[src/rtl/usb_kbd_event_queue_pkg.sv]
// Shared types, register map, HID usage constants and the usage-to-ASCII
// translation for the keyboard event queue.
package usb_kbd_pkg;

    localparam logic [1:0] ST_IDLE   = 2'd0;
    localparam logic [1:0] ST_SCAN   = 2'd1;
    localparam logic [1:0] ST_COMMIT = 2'd2;

    typedef enum logic [1:0] {
        IDLE   = ST_IDLE,
        SCAN   = ST_SCAN,
        COMMIT = ST_COMMIT
    } state_e;

    localparam logic [1:0] ADDR_DATA   = 2'd0;
    localparam logic [1:0] ADDR_STATUS = 2'd1;
    localparam logic [1:0] ADDR_MODS   = 2'd2;
    localparam logic [1:0] ADDR_DROPS  = 2'd3;

    localparam logic [1:0] TYP_KEYBOARD = 2'd1;

    localparam logic [7:0] USAGE_NONE     = 8'h00;
    localparam logic [7:0] USAGE_ROLLOVER = 8'h01;
    localparam logic [7:0] USAGE_A        = 8'h04;
    localparam logic [7:0] USAGE_Z        = 8'h1D;
    localparam logic [7:0] USAGE_1        = 8'h1E;
    localparam logic [7:0] USAGE_9        = 8'h26;
    localparam logic [7:0] USAGE_0        = 8'h27;
    localparam logic [7:0] USAGE_ENTER    = 8'h28;
    localparam logic [7:0] USAGE_BKSP     = 8'h2A;
    localparam logic [7:0] USAGE_SPACE    = 8'h2C;

    // One queue entry: {modifiers, usage, ascii}
    localparam int ENTRY_W = 24;

    // Either shift modifier (left bit1, right bit5) selects upper case letters.
    function automatic logic [7:0] usage_to_ascii(input logic [7:0] usage,
                                                  input logic [7:0] mods);
        logic       shift;
        logic [7:0] ch;
        shift = mods[1] | mods[5];
        ch    = 8'h00;
        if (usage >= USAGE_A && usage <= USAGE_Z)
            ch = (shift ? 8'h41 : 8'h61) + (usage - USAGE_A);
        else if (usage >= USAGE_1 && usage <= USAGE_9)
            ch = 8'h31 + (usage - USAGE_1);
        else if (usage == USAGE_0)
            ch = 8'h30;
        else if (usage == USAGE_ENTER)
            ch = 8'h0A;
        else if (usage == USAGE_BKSP)
            ch = 8'h08;
        else if (usage == USAGE_SPACE)
            ch = 8'h20;
        return ch;
    endfunction

endpackage

[src/rtl/usb_kbd_event_queue_if.sv]
// CPU-side register bus of the keyboard event queue.
interface usb_kbd_event_queue_if;
    logic        ren;
    logic        wen;
    logic [1:0]  address;
    logic [31:0] data_out;

    modport master (output ren, output wen, output address, input  data_out);
    modport slave  (input  ren, input  wen, input  address, output data_out);
endinterface

[src/rtl/usb_kbd_event_queue_fifo.sv]
// Event FIFO: DEPTH x 24-bit entries with push, pop and flush.
module kbd_event_fifo
    import usb_kbd_pkg::*;
#(
    parameter int DEPTH = 16
) (
    input  logic                   clk,
    input  logic                   reset,
    input  logic                   push_i,
    input  logic [ENTRY_W-1:0]     wdata_i,
    input  logic                   pop_i,
    input  logic                   flush_i,
    output logic [ENTRY_W-1:0]     rdata_o,
    output logic [$clog2(DEPTH):0] count_o,
    output logic                   full_o,
    output logic                   empty_o
);
    localparam int            AW      = $clog2(DEPTH);
    localparam logic [AW:0]   DEPTH_C = (AW + 1)'(DEPTH);
    localparam logic [AW:0]   CNT_ONE = (AW + 1)'(1);
    localparam logic [AW-1:0] PTR_ONE = AW'(1);

    logic [ENTRY_W-1:0] mem_q [DEPTH];
    logic [AW-1:0]      wr_ptr_q;
    logic [AW-1:0]      rd_ptr_q;
    logic [AW:0]        count_q;
    logic               do_push;
    logic               do_pop;

    assign empty_o = (count_q == '0);
    assign full_o  = (count_q == DEPTH_C);
    assign count_o = count_q;
    assign rdata_o = mem_q[rd_ptr_q];

    // A pop frees the slot in the same cycle, so a full FIFO still accepts a push.
    assign do_pop  = pop_i && !empty_o && !flush_i;
    assign do_push = push_i && (!full_o || do_pop) && !flush_i;

    always_ff @(posedge clk) begin
        if (do_push)
            mem_q[wr_ptr_q] <= wdata_i;
    end

    always_ff @(posedge clk or negedge reset) begin
        if (!reset) begin
            wr_ptr_q <= '0;
            rd_ptr_q <= '0;
            count_q  <= '0;
        end else if (flush_i) begin
            wr_ptr_q <= '0;
            rd_ptr_q <= '0;
            count_q  <= '0;
        end else begin
            if (do_push)
                wr_ptr_q <= wr_ptr_q + PTR_ONE;
            if (do_pop)
                rd_ptr_q <= rd_ptr_q + PTR_ONE;
            case ({do_push, do_pop})
                2'b10:   count_q <= count_q + CNT_ONE;
                2'b01:   count_q <= count_q - CNT_ONE;
                default: count_q <= count_q;
            endcase
        end
    end

endmodule

[src/rtl/usb_kbd_event_queue.sv]
// Turns HID keyboard reports into a queue of new key-press events
// ({modifiers, usage, ascii}) read by the CPU over a 4-register bus.
module usb_kbd_event_queue
    import usb_kbd_pkg::*;
#(
    parameter int DEPTH = 16
) (
    input  logic              clk,
    input  logic              reset,
    input  logic              report,
    input  logic [1:0]        typ,
    input  logic [7:0]        key_modifiers,
    input  logic [7:0]        key1,
    input  logic [7:0]        key2,
    input  logic [7:0]        key3,
    input  logic [7:0]        key4,
    usb_kbd_event_queue_if.slave bus
);
    localparam int CW = $clog2(DEPTH) + 1;

    state_e            state_q, state_d;
    logic [1:0]        slot_q, slot_d;
    logic              pending_q;
    logic [7:0]        snap_mods_q;
    logic [3:0][7:0]   snap_keys_q;
    logic [7:0]        scan_mods_q;
    logic [3:0][7:0]   scan_keys_q;
    logic              rollover_q;
    logic [3:0][7:0]   prev_keys_q;
    logic              overflow_q;
    logic [7:0]        drop_cnt_q;
    logic [31:0]       data_out_q;

    logic [3:0][7:0]   key_in;
    logic [3:0]        prev_hit;
    logic [3:0]        rollover_hit;
    logic [7:0]        cur_key;
    logic              kbd_report;
    logic              other_report;
    logic              scan_start;
    logic              new_press;
    logic              pop_req;
    logic              flush_req;
    logic              drop;
    logic [ENTRY_W-1:0] fifo_rdata;
    logic [CW-1:0]     fifo_count;
    logic              fifo_full;
    logic              fifo_empty;

    assign key_in       = {key4, key3, key2, key1};
    assign kbd_report   = report && (typ == TYP_KEYBOARD);
    assign other_report = report && (typ != TYP_KEYBOARD);
    assign scan_start   = (state_q == IDLE) && pending_q;
    assign cur_key      = scan_keys_q[slot_q];

    for (genvar gi = 0; gi < 4; gi++) begin : g_slot
        assign prev_hit[gi]     = (prev_keys_q[gi] == cur_key);
        assign rollover_hit[gi] = (snap_keys_q[gi] == USAGE_ROLLOVER);
    end

    assign new_press = (state_q == SCAN) && !rollover_q &&
                       (cur_key != USAGE_NONE) && !(|prev_hit);
    assign pop_req   = bus.ren && (bus.address == ADDR_DATA);
    assign flush_req = bus.wen && (bus.address == ADDR_STATUS);
    assign drop      = new_press && fifo_full && !pop_req && !flush_req;

    always_comb begin
        state_d = state_q;
        slot_d  = slot_q;
        case (state_q)
            IDLE: begin
                if (pending_q) begin
                    state_d = SCAN;
                    slot_d  = 2'd0;
                end
            end
            SCAN: begin
                slot_d = slot_q + 2'd1;
                if (slot_q == 2'd3)
                    state_d = COMMIT;
            end
            COMMIT:  state_d = IDLE;
            default: state_d = IDLE;
        endcase
    end

    kbd_event_fifo #(.DEPTH(DEPTH)) u_fifo (
        .clk     (clk),
        .reset   (reset),
        .push_i  (new_press),
        .wdata_i ({scan_mods_q, cur_key, usage_to_ascii(cur_key, scan_mods_q)}),
        .pop_i   (pop_req),
        .flush_i (flush_req),
        .rdata_o (fifo_rdata),
        .count_o (fifo_count),
        .full_o  (fifo_full),
        .empty_o (fifo_empty)
    );

    always_ff @(posedge clk or negedge reset) begin
        if (!reset) begin
            state_q     <= IDLE;
            slot_q      <= 2'd0;
            pending_q   <= 1'b0;
            snap_mods_q <= '0;
            snap_keys_q <= '0;
            scan_mods_q <= '0;
            scan_keys_q <= '0;
            rollover_q  <= 1'b0;
            prev_keys_q <= '0;
            overflow_q  <= 1'b0;
            drop_cnt_q  <= '0;
            data_out_q  <= '0;
        end else begin
            state_q <= state_d;
            slot_q  <= slot_d;

            // A fresh report wins over the pending clear of the scan it races.
            if (kbd_report) begin
                snap_mods_q <= key_modifiers;
                snap_keys_q <= key_in;
                pending_q   <= 1'b1;
            end else if (scan_start) begin
                pending_q   <= 1'b0;
            end

            // The scan works on its own copy so later reports cannot disturb it.
            if (scan_start) begin
                scan_mods_q <= snap_mods_q;
                scan_keys_q <= snap_keys_q;
                rollover_q  <= |rollover_hit;
            end

            if (other_report)
                prev_keys_q <= '0;
            else if (state_q == COMMIT && !rollover_q)
                prev_keys_q <= scan_keys_q;

            if (flush_req) begin
                overflow_q <= 1'b0;
                drop_cnt_q <= '0;
            end else if (drop) begin
                overflow_q <= 1'b1;
                if (drop_cnt_q != 8'hFF)
                    drop_cnt_q <= drop_cnt_q + 8'd1;
            end

            if (bus.ren) begin
                case (bus.address)
                    ADDR_DATA:   data_out_q <= fifo_empty ? 32'h0 : {1'b1, 7'b0, fifo_rdata};
                    ADDR_STATUS: data_out_q <= {16'b0, 8'(fifo_count), 5'b0,
                                                overflow_q, fifo_full, fifo_empty};
                    ADDR_MODS:   data_out_q <= {24'b0, snap_mods_q};
                    default:     data_out_q <= {24'b0, drop_cnt_q};
                endcase
            end
        end
    end

    assign bus.data_out = data_out_q;

endmodule

[src/flat_wrapper.sv]
// flat-port wrapper written by rule: the top's interface ports become plain ports
module usb_kbd_event_queue_flat import usb_kbd_pkg::*;
#(
    parameter int DEPTH = 16
)
  (clk, reset, report, typ, key_modifiers, key1, key2, key3, key4, bus_ren, bus_wen, bus_address, bus_data_out);
  usb_kbd_event_queue_if bus_i ();
  input  logic clk;
  input  logic reset;
  input  logic report;
  input  logic [1:0] typ;
  input  logic [7:0] key_modifiers;
  input  logic [7:0] key1;
  input  logic [7:0] key2;
  input  logic [7:0] key3;
  input  logic [7:0] key4;
  input wire logic [$bits(bus_i.ren)-1:0] bus_ren;
  input wire logic [$bits(bus_i.wen)-1:0] bus_wen;
  input wire logic [$bits(bus_i.address)-1:0] bus_address;
  output wire logic [$bits(bus_i.data_out)-1:0] bus_data_out;
  assign bus_i.ren = bus_ren;
  assign bus_i.wen = bus_wen;
  assign bus_i.address = bus_address;
  assign bus_data_out = bus_i.data_out;
  usb_kbd_event_queue #(.DEPTH(DEPTH)) u_core (.clk(clk), .reset(reset), .report(report), .typ(typ), .key_modifiers(key_modifiers), .key1(key1), .key2(key2), .key3(key3), .key4(key4), .bus(bus_i));
endmodule
[config.mk]
export PLATFORM = sky130hd
export DESIGN_NAME = usb_kbd_event_queue_flat
export DESIGN_NICKNAME = d
export VERILOG_FILES = /design/src/rtl/usb_kbd_event_queue_pkg.sv /design/src/rtl/usb_kbd_event_queue_if.sv /design/src/rtl/usb_kbd_event_queue_fifo.sv /design/src/rtl/usb_kbd_event_queue.sv /design/src/flat_wrapper.sv
export SDC_FILE = /design/constraint.sdc
export NUM_CORES = 1
export LEC_CHECK = 0
export ABC_AREA = 1
export BUFFER_PORTS_ARGS = -buffer_cell sky130_fd_sc_hd__buf_2
export CAP_MARGIN = 20
export CORE_MARGIN = 4
export CORE_UTILIZATION = 45
export DETAILED_ROUTE_END_ITERATION = 6
export GPL_TIMING_DRIVEN = 0
export SLEW_MARGIN = 30
export SYNTH_ARGS = -nofsm -noshare
export SYNTH_HDL_FRONTEND = slang
export SYNTH_SLANG_ARGS = --single-unit
export TNS_END_PERCENT = 100
[constraint.sdc]
create_clock -name clk -period 5.82 [get_ports clk]
set_clock_uncertainty 0.15 [all_clocks]
set_input_delay 0.873 -clock clk [delete_from_list [all_inputs] [get_ports clk]]
set_output_delay 0.873 -clock clk [all_outputs]
set_load 0.02 [all_outputs]
==> impl_results.md, run 1 <==
* Die Area at 56,300 µm²
* GRT Resource Usage Total at 25.4%
* Worst R2R End: u_core.u_fifo.count_o[4]
* GR Overflow Total at 0
* Gate Count Post-Synth at 2,146
* Gpl congestion at 0.918
* # Max-Cap Violations at 0
* Crit path launch type: register
* Initial antenna violation count at 5
* Leak Pwr at 10.5 nW
* Sink Count at 549
* CTS Buf Count at 56
* Final setup fails at 0
* Switching Fraction at 39.8%
* Share of cells above drive strength 1 at 11.5%
* Count of cell types in the netlist at 51
* H-tree level count at 2
* Routed len/inst at 24.0 µm
* Finished Cell Area at 27,400 µm²
* Vias at 17.6k
* Flop pwr share at 40.6%
* Design internal power at 8.85 mW
* Synthesized-area fraction occupied by and/or/nand/nor cells at 14.2%
* Vias in the first global route at 17.1k
* Antenna viol nets, final at 0
* Synth area leader: edfxtp_1
* CTS tree: built
* Most frequent cells in the layout: edfxtp_1 (384), o21ai_0 (315), nand2_1 (292), nor2_1 (269), dfrtp_1 (165)
* Crit path arrival time at 4.74 ns
* Ant. Diodes at 0
* Share of the yosys chip area belonging to registers at 66.2%
* Clock latency on the worst-skew pair at 0.63 ns
* Clk buf depth at 3
* Switch Pwr at 5.84 mW
* Final HPWL DP at 49,900 µm
* Status: finished clean
* Max incr delay on CP at 0.37 ns
* RSZ-0062 raised after global routing: false
* Number of vias per cell at 5.78
* Top cells by area, synth: edfxtp_1 (49%), dfrtp_1 (17%), o21ai_0 (6.7%), nand2_1 (4.6%), nor2_1 (4.4%)
* Post-CTS sizing at 0
* Worst setup path startpoint: u_core.slot_q[0]
* CP max stage cell: dfrtp_1
* Max Clk Rate at 0.228 GHz
* Largest net degree at the start of global routing at 74
* Initial core utilization at 45.7%
* Post-synth EDFFs at 384
* Total power at 14.7 mW
* CTS Root Cell: clkbuf_16
* Share of the synthesized area in the top cell type at 48.8%
* Mean Syn Cell Area at 11.0 µm²
* Rows at 83
* Largest family of logic cells by synthesized area: simple AND/OR/NAND/NOR gates
* FFs w/ async S/R, synth at 30.1%
* Min Tclk post-route at 4.38 ns
* CP endpoint kind: register
* Setup TNS at 0 ns
* CTS Hold Bufs at 1
* Die width at 237 µm
* Clock Power Share at 24.3%
* Flops & latches, synth at 549
* CP delay by family, top: simple AND/OR/NAND/NOR gates
* Multiplexer share of the synthesized area at 0.0476%
* Post-Synth Adder-Cell Area at 1.43%
* DRT Pass-1 Iters at 7
* Worst Hold Launch: u_core.bus.data_out[0]
* Synth Area in Compound Gates at 13.0%
* Measured slew at the worst slew-check pin at 0.967 ns
* Cell Area, Synth at 23,700 µm²
* Critical path buffers and inverters at 7
* Reg2Reg Setup Slack at 1.44 ns
* CTS clk-pin slew, worst paths at 0.07 ns
* CP max FO at 22
* Crit path capture: u_core.u_fifo.count_o[4]
* Stages on worst setup path at 26
* Worst VDD drop at 336 µV
* Final nets at 2,385
* Most common cell after layout, fill and taps aside: edfxtp_1
* Total Routed Length at 72,800 µm
* R2r worst-path depth at 26
* Final Hold Vio Count at 0
* Initial DRC Count at 1,725
* Pins over their slew limit at 0
* Post-placement cell area at 25,500 µm²
* RR Startpoint: u_core.slot_q[0]
* Post-synthesis xor/xnor area fraction at 0.629%
* Die Height at 237 µm
* Syn. warnings at 0
* Synth-to-Final Area Change at 15.8%
* Hold Crit Class: reg -> reg
* Logic pwr share at 35.1%
* DRC at 0
* Class of the most critical setup path: reg -> reg
* Buffers on Ports at 73
* Crit-path most repeated cell: nand2_1
* Primary FF master, synth: edfxtp_1
* Total setup buffers inserted after CTS at 0
* Worst path required time at 6.18 ns
* First-pass GRT wire length at 108,000 µm
* PD cells at 536 nW/µm²
* CORE AREA at 51,700 µm²
* Fin crit share at 75.3%
* Slew margin rel. at 35.5%
* I/O pin count at 81
==> worst min-delay path, stage by stage (launching register included) <==
cell     delay [ns]
dfrtp_1        0.35
nand2_1        0.06
nand2_1        0.05
==> state kept, by name, summed over array words and instances (netlist names) <==
name	flops
u_core.prev_keys_q	32
u_core.state_q	2
u_core.u_fifo.rd_ptr_q	4
u_core.slot_q	2
u_core.drop_cnt_q	8
u_core.u_fifo.count_o	5
u_core.scan_mods_q	8
u_core.u_fifo.wr_ptr_q	4
u_core.overflow_q	1
u_core.snap_mods_q	8
u_core.rollover_q	1
u_core.bus.data_out	25
u_core.u_fifo.mem_q	384
u_core.snap_keys_q	32
u_core.pending_q	1
u_core.scan_keys_q	32
==> power by group through the flow <==
stage | combinational [mW] | sequential, mW | clock, mW
after floorplan | 3.23 | 5.80 | 0
after global placement | 4.85 | 6.02 | 0
after detailed placement | 5.07 | 6.03 | 0
after CTS | 5.10 | 5.95 | 3.60
after global routing | 5.68 | 6.01 | 3.76
final | 5.16 | 5.96 | 3.57
==> layout make-up <==
class	instances	area, µm²
clock inverters	31	251
plain buffers	124	544
multi-input cells	1345	7020
inverters	134	520
well taps	680	851
fillers	4501	24300
repair buffers	99	963
flip-flops and latches	549	15700
clock buffers	75	1570
==> kinds of logic (layout without fill, tap and decap cells) <==
| logic type | Yosys count | after routing |
|---|---|---|
| buf+inv | 258 | 463 |
| flops | 549 | 549 |
| mux | 1 | 1 |
| xor+xnor | 17 | 17 |
| fa+ha+maj | 27 | 27 |
| other cells | 1 | 7 |
| compound gates | 539 | 539 |
| simple gates | 754 | 754 |
==> per-stage QoR <==
stage / cells / hold WS, ns / util (%) / setup slack, ns
floorplan: 2152 / 0.303 / - / 2.09
global placement: 2905 / 0.316 / 48.1 / 0.0567
detailed placement: 2929 / 0.326 / 49.3 / 1.13
CTS: 3036 / 0.312 / 52.9 / 1.44
global route: 3037 / 0.332 / 52.9 / 1.17
finish: 3037 / 0.344 / 52.9 / 1.44
==> worst min path at each step <==
stage                                   endpoint  slack (ns)  depth (start not counted)
final                     u_core.bus.data_out[0]        0.34                          2
after floorplan            u_core.scan_mods_q[7]        0.30                          2
after CTS                  u_core.snap_mods_q[7]        0.31                          2
after detailed placement  u_core.bus.data_out[3]        0.33                          2
after global routing       u_core.snap_mods_q[7]        0.33                          2
after global placement    u_core.bus.data_out[7]        0.32                          2
==> Yosys cell counts (2+ instances only) <==
master	n
buf_2	2
clkbuf_1	109
buf_4	9
a32o_1	12
dfrtp_1	165
nand3_1	118
ha_1	27
inv_6	3
o22a_1	2
or2_2	3
xnor2_1	5
nand2_1	292
nand3b_1	2
o21ai_0	316
nand2_2	6
nor3b_1	2
inv_2	7
inv_1	120
o21ai_1	12
nand3_2	17
o22ai_1	48
o221ai_1	46
a21oi_1	72
nand4_1	8
nor4_1	2
buf_6	2
a22oi_1	4
o211ai_1	22
clkinv_1	3
xor2_1	12
edfxtp_1	384
nor2_1	276
nor2_4	12
nor2_2	2
nand2_4	8
==> metal layers <==
layer | share of wire, % | vias up | track usage, %
met5 | 0.076 | - | 0
met4 | 4.4 | 8 | 10.5
met3 | 7.9 | 169 | 4.10
met2 | 48 | 783 | 41.9
met1 | 40 | 8667 | 33.7
li1 | - | 7925 | -
Power figures use the tool's default switching activity.
==> run 2, diff against run 1 <==
==> constraint.sdc (replaced) <==
create_clock -name clk -period 4.07 [get_ports clk]
set_clock_uncertainty 0.15 [all_clocks]
set_input_delay 0.6105 -clock clk [delete_from_list [all_inputs] [get_ports clk]]
set_output_delay 0.6105 -clock clk [all_outputs]
set_load 0.02 [all_outputs]
==> run 2 against run 1 <==
The run now ends with DRC left. Global-route usage about the same. Fmax increased by 13%. Sequential cell count unchanged. Count of clock-buffer cells in the layout unchanged. Clock power increased by 43%. Wire length increased by 0.27%. Combinational power increased by 49%. Sequential share of layout area decreased by 0.41 points.
==> impl_results.md, run 2 (synthesis results as in run 1) <==
* Top reg by flops: u_core.u_fifo.mem_q (unchanged)
* CP max FO at 22 (unchanged)
* Metal2 WL at 34,600 µm (was 34,700 µm)
* Crit-path most repeated cell: nand2_1 (unchanged)
* Leak Pwr at 10.6 nW (was 10.5 nW)
* Slew margin rel. at 35.2% (was 35.5%)
* Die Height at 237 µm (unchanged)
* GRT Resource Usage Total at 25.4% (about the same)
* CTS clk-pin slew, worst paths at 0.07 ns (about the same)
* Final setup fails at 0 (unchanged)
* Share of cells above drive strength 1 at 12.5% (was 11.5%)
* Measured slew at the worst slew-check pin at 0.973 ns (was 0.967 ns)
* Status: finished with violations (was finished clean)
* Synth-to-Final Area Change at 16.6% (was 15.8%)
* Fillers at 4,484 (was 4,501)
* Metal3 WL at 5620 µm (was 5770 µm)
* Worst setup path startpoint: u_core.slot_q[0] (unchanged)
* H-tree level count at 2 (unchanged)
* Dpl ws at -0.361 ns (was 1.13 ns)
* Final Hold Vio Count at 0 (unchanged)
* CTS Buf Count at 56 (unchanged)
* Largest net degree at the start of global routing at 74 (unchanged)
* RR Startpoint: u_core.slot_q[0] (unchanged)
* Hold Crit Class: in -> reg (was reg -> reg)
* Failing checks: DRC
* CORE AREA at 51,700 µm² (unchanged)
* Total Routed Length at 73,000 µm (was 72,800 µm)
* CTS tree: built (unchanged)
* # Max-Cap Violations at 0 (unchanged)
* Crit path launch type: register (unchanged)
* Clk buf depth at 3 (unchanged)
* Antenna viol nets, final at 0 (unchanged)
* Die width at 237 µm (unchanged)
* RSZ-0062 raised after global routing: false (unchanged)
* Vias in the first global route at 17.1k (about the same)
* Max layer used: met5 (unchanged)
* Min Tclk post-route at 3.86 ns (was 4.38 ns)
* Vias at 17.7k (was 17.6k)
* CP delay by family, top: simple AND/OR/NAND/NOR gates (unchanged)
* Most common cell after layout, fill and taps aside: edfxtp_1 (unchanged)
* Routed len/inst at 23.9 µm (was 24.0 µm)
* Hold WS at 0.0828 ns (was 0.344 ns)
* DRT Pass-1 Iters at 7 (unchanged)
* Max reg flops at 384 (unchanged)
* Clock latency on the worst-skew pair at 0.63 ns (about the same)
* Met1 WL at 29,400 µm (was 29,100 µm)
* Max incr delay on CP at 0.37 ns (about the same)
* CP endpoint kind: register (unchanged)
* Die Area at 56,300 µm² (unchanged)
* Pins over their slew limit at 0 (unchanged)
* Worst Hold Launch: key_modifiers[7] (was u_core.bus.data_out[0])
* Ant. Diodes at 0 (unchanged)
* CTS Root Cell: clkbuf_16 (unchanged)
* Reg2Reg Setup Slack at 0.21 ns (was 1.44 ns)
* CP max stage cell: dfrtp_1 (unchanged)
* Crit path arrival time at 4.22 ns (was 4.74 ns)
* First-pass GRT wire length at 109,000 µm (was 108,000 µm)
* Rows at 83 (unchanged)
* Final HPWL DP at 49,900 µm (unchanged)
* Fin crit share at 94.9% (was 75.3%)
* Max Clk Rate at 0.259 GHz (was 0.228 GHz)
* Final nets at 2,398 (was 2,385)
* Buffers on Ports at 73 (unchanged)
* Initial antenna violation count at 5 (unchanged)
* Sink Count at 549 (unchanged)
* PD cells at 772 nW/µm² (was 536 nW/µm²)
* DRC at 7 (was 0)
* Initial DRC Count at 1,769 (was 1,725)
* Most frequent cells in the layout: edfxtp_1 (384), o21ai_0 (315), nand2_1 (287), nor2_1 (268), dfrtp_1 (165) (was edfxtp_1 (384), o21ai_0 (315), nand2_1 (292), nor2_1 (269), dfrtp_1 (165))
* I/O pin count at 81 (unchanged)
* Class of the most critical setup path: reg -> reg (unchanged)
* Gpl congestion at 0.918 (unchanged)
* Setup TNS at 0 ns (unchanged)
* GR Overflow Total at 0 (unchanged)
* Initial core utilization at 45.7% (unchanged)
* Critical path buffers and inverters at 6 (was 7)
* Worst path required time at 4.43 ns (was 6.18 ns)
* Number of vias per cell at 5.79 (was 5.78)
* Worst VDD drop at 487 µV (was 336 µV)
* Setup WS post-layout at 0.208 ns (was 1.44 ns)
## run 2: layer usage
| layer | up-vias | global-route usage, % |
|---|---|---|
| met5 | - | 0 |
| met4 | 8 | 10.7 |
| met3 | 173 | 4.10 |
| met1 | 8762 | 33.8 |
| met2 | 768 | 41.8 |
| li1 | 7942 | - |
## run 2: cell type report
cell class	instances	area (µm²)	area share [%]
tap	680	851	3.09
clock buffer	75	1570	5.71
inverter	134	539	1.96
clock inverter	31	251	0.912
buffer	123	541	1.96
multi-input combinational	1345	7090	25.7
timing repair buffer	113	1070	3.87
sequential	549	15700	56.8
## run 2: stage by stage
step | util [%] | instance area, µm² | power, mW | std cells
2_1_floorplan | - | 23700 | 12.9 | 2152
3_5_place_dp | 49.3 | 25500 | 15.9 | 2929
3_3_place_gp | 48.1 | 24900 | 15.5 | 2905
5_1_grt | 53.3 | 27600 | 22.4 | 3050
6_report | 53.3 | 27600 | 21.3 | 3050
4_1_cts | 52.9 | 27400 | 21.0 | 3035
## run 2: worst paths after layout
check | end | depth (start not counted)
worst max-delay path | u_core.u_fifo.count_o[4] | 25
worst min-delay path | u_core.snap_mods_q[7] | 2
worst max register to register | u_core.u_fifo.count_o[4] | 25
worst min register to register | u_core.bus.data_out[0] | 2
max in group asynchronous | u_core.u_fifo.count_o[3] | 3
min in group asynchronous | u_core.scan_keys_q[6] | 2
## run 2: where the power goes
| group | switching [mW] | leakage, nW | internal, mW | total, mW |
|---|---|---|---|---|
| Sequential | 0.830 | 5.51 | 7.70 | 8.53 |
| Combinational | 5.43 | 4.20 | 2.23 | 7.67 |
| Clock | 2.20 | 0.906 | 2.90 | 5.10 |
| Total | 8.46 | 10.6 | 12.8 | 21.3 |
## run 2: repair_timing
action                     4_1_cts  5_1_grt
resized for setup                7       19
hold endpoints to repair        27        0
pin swaps                        0       11
setup endpoints to repair       26       55
setup buffers                    0       14
hold buffers                     1        0
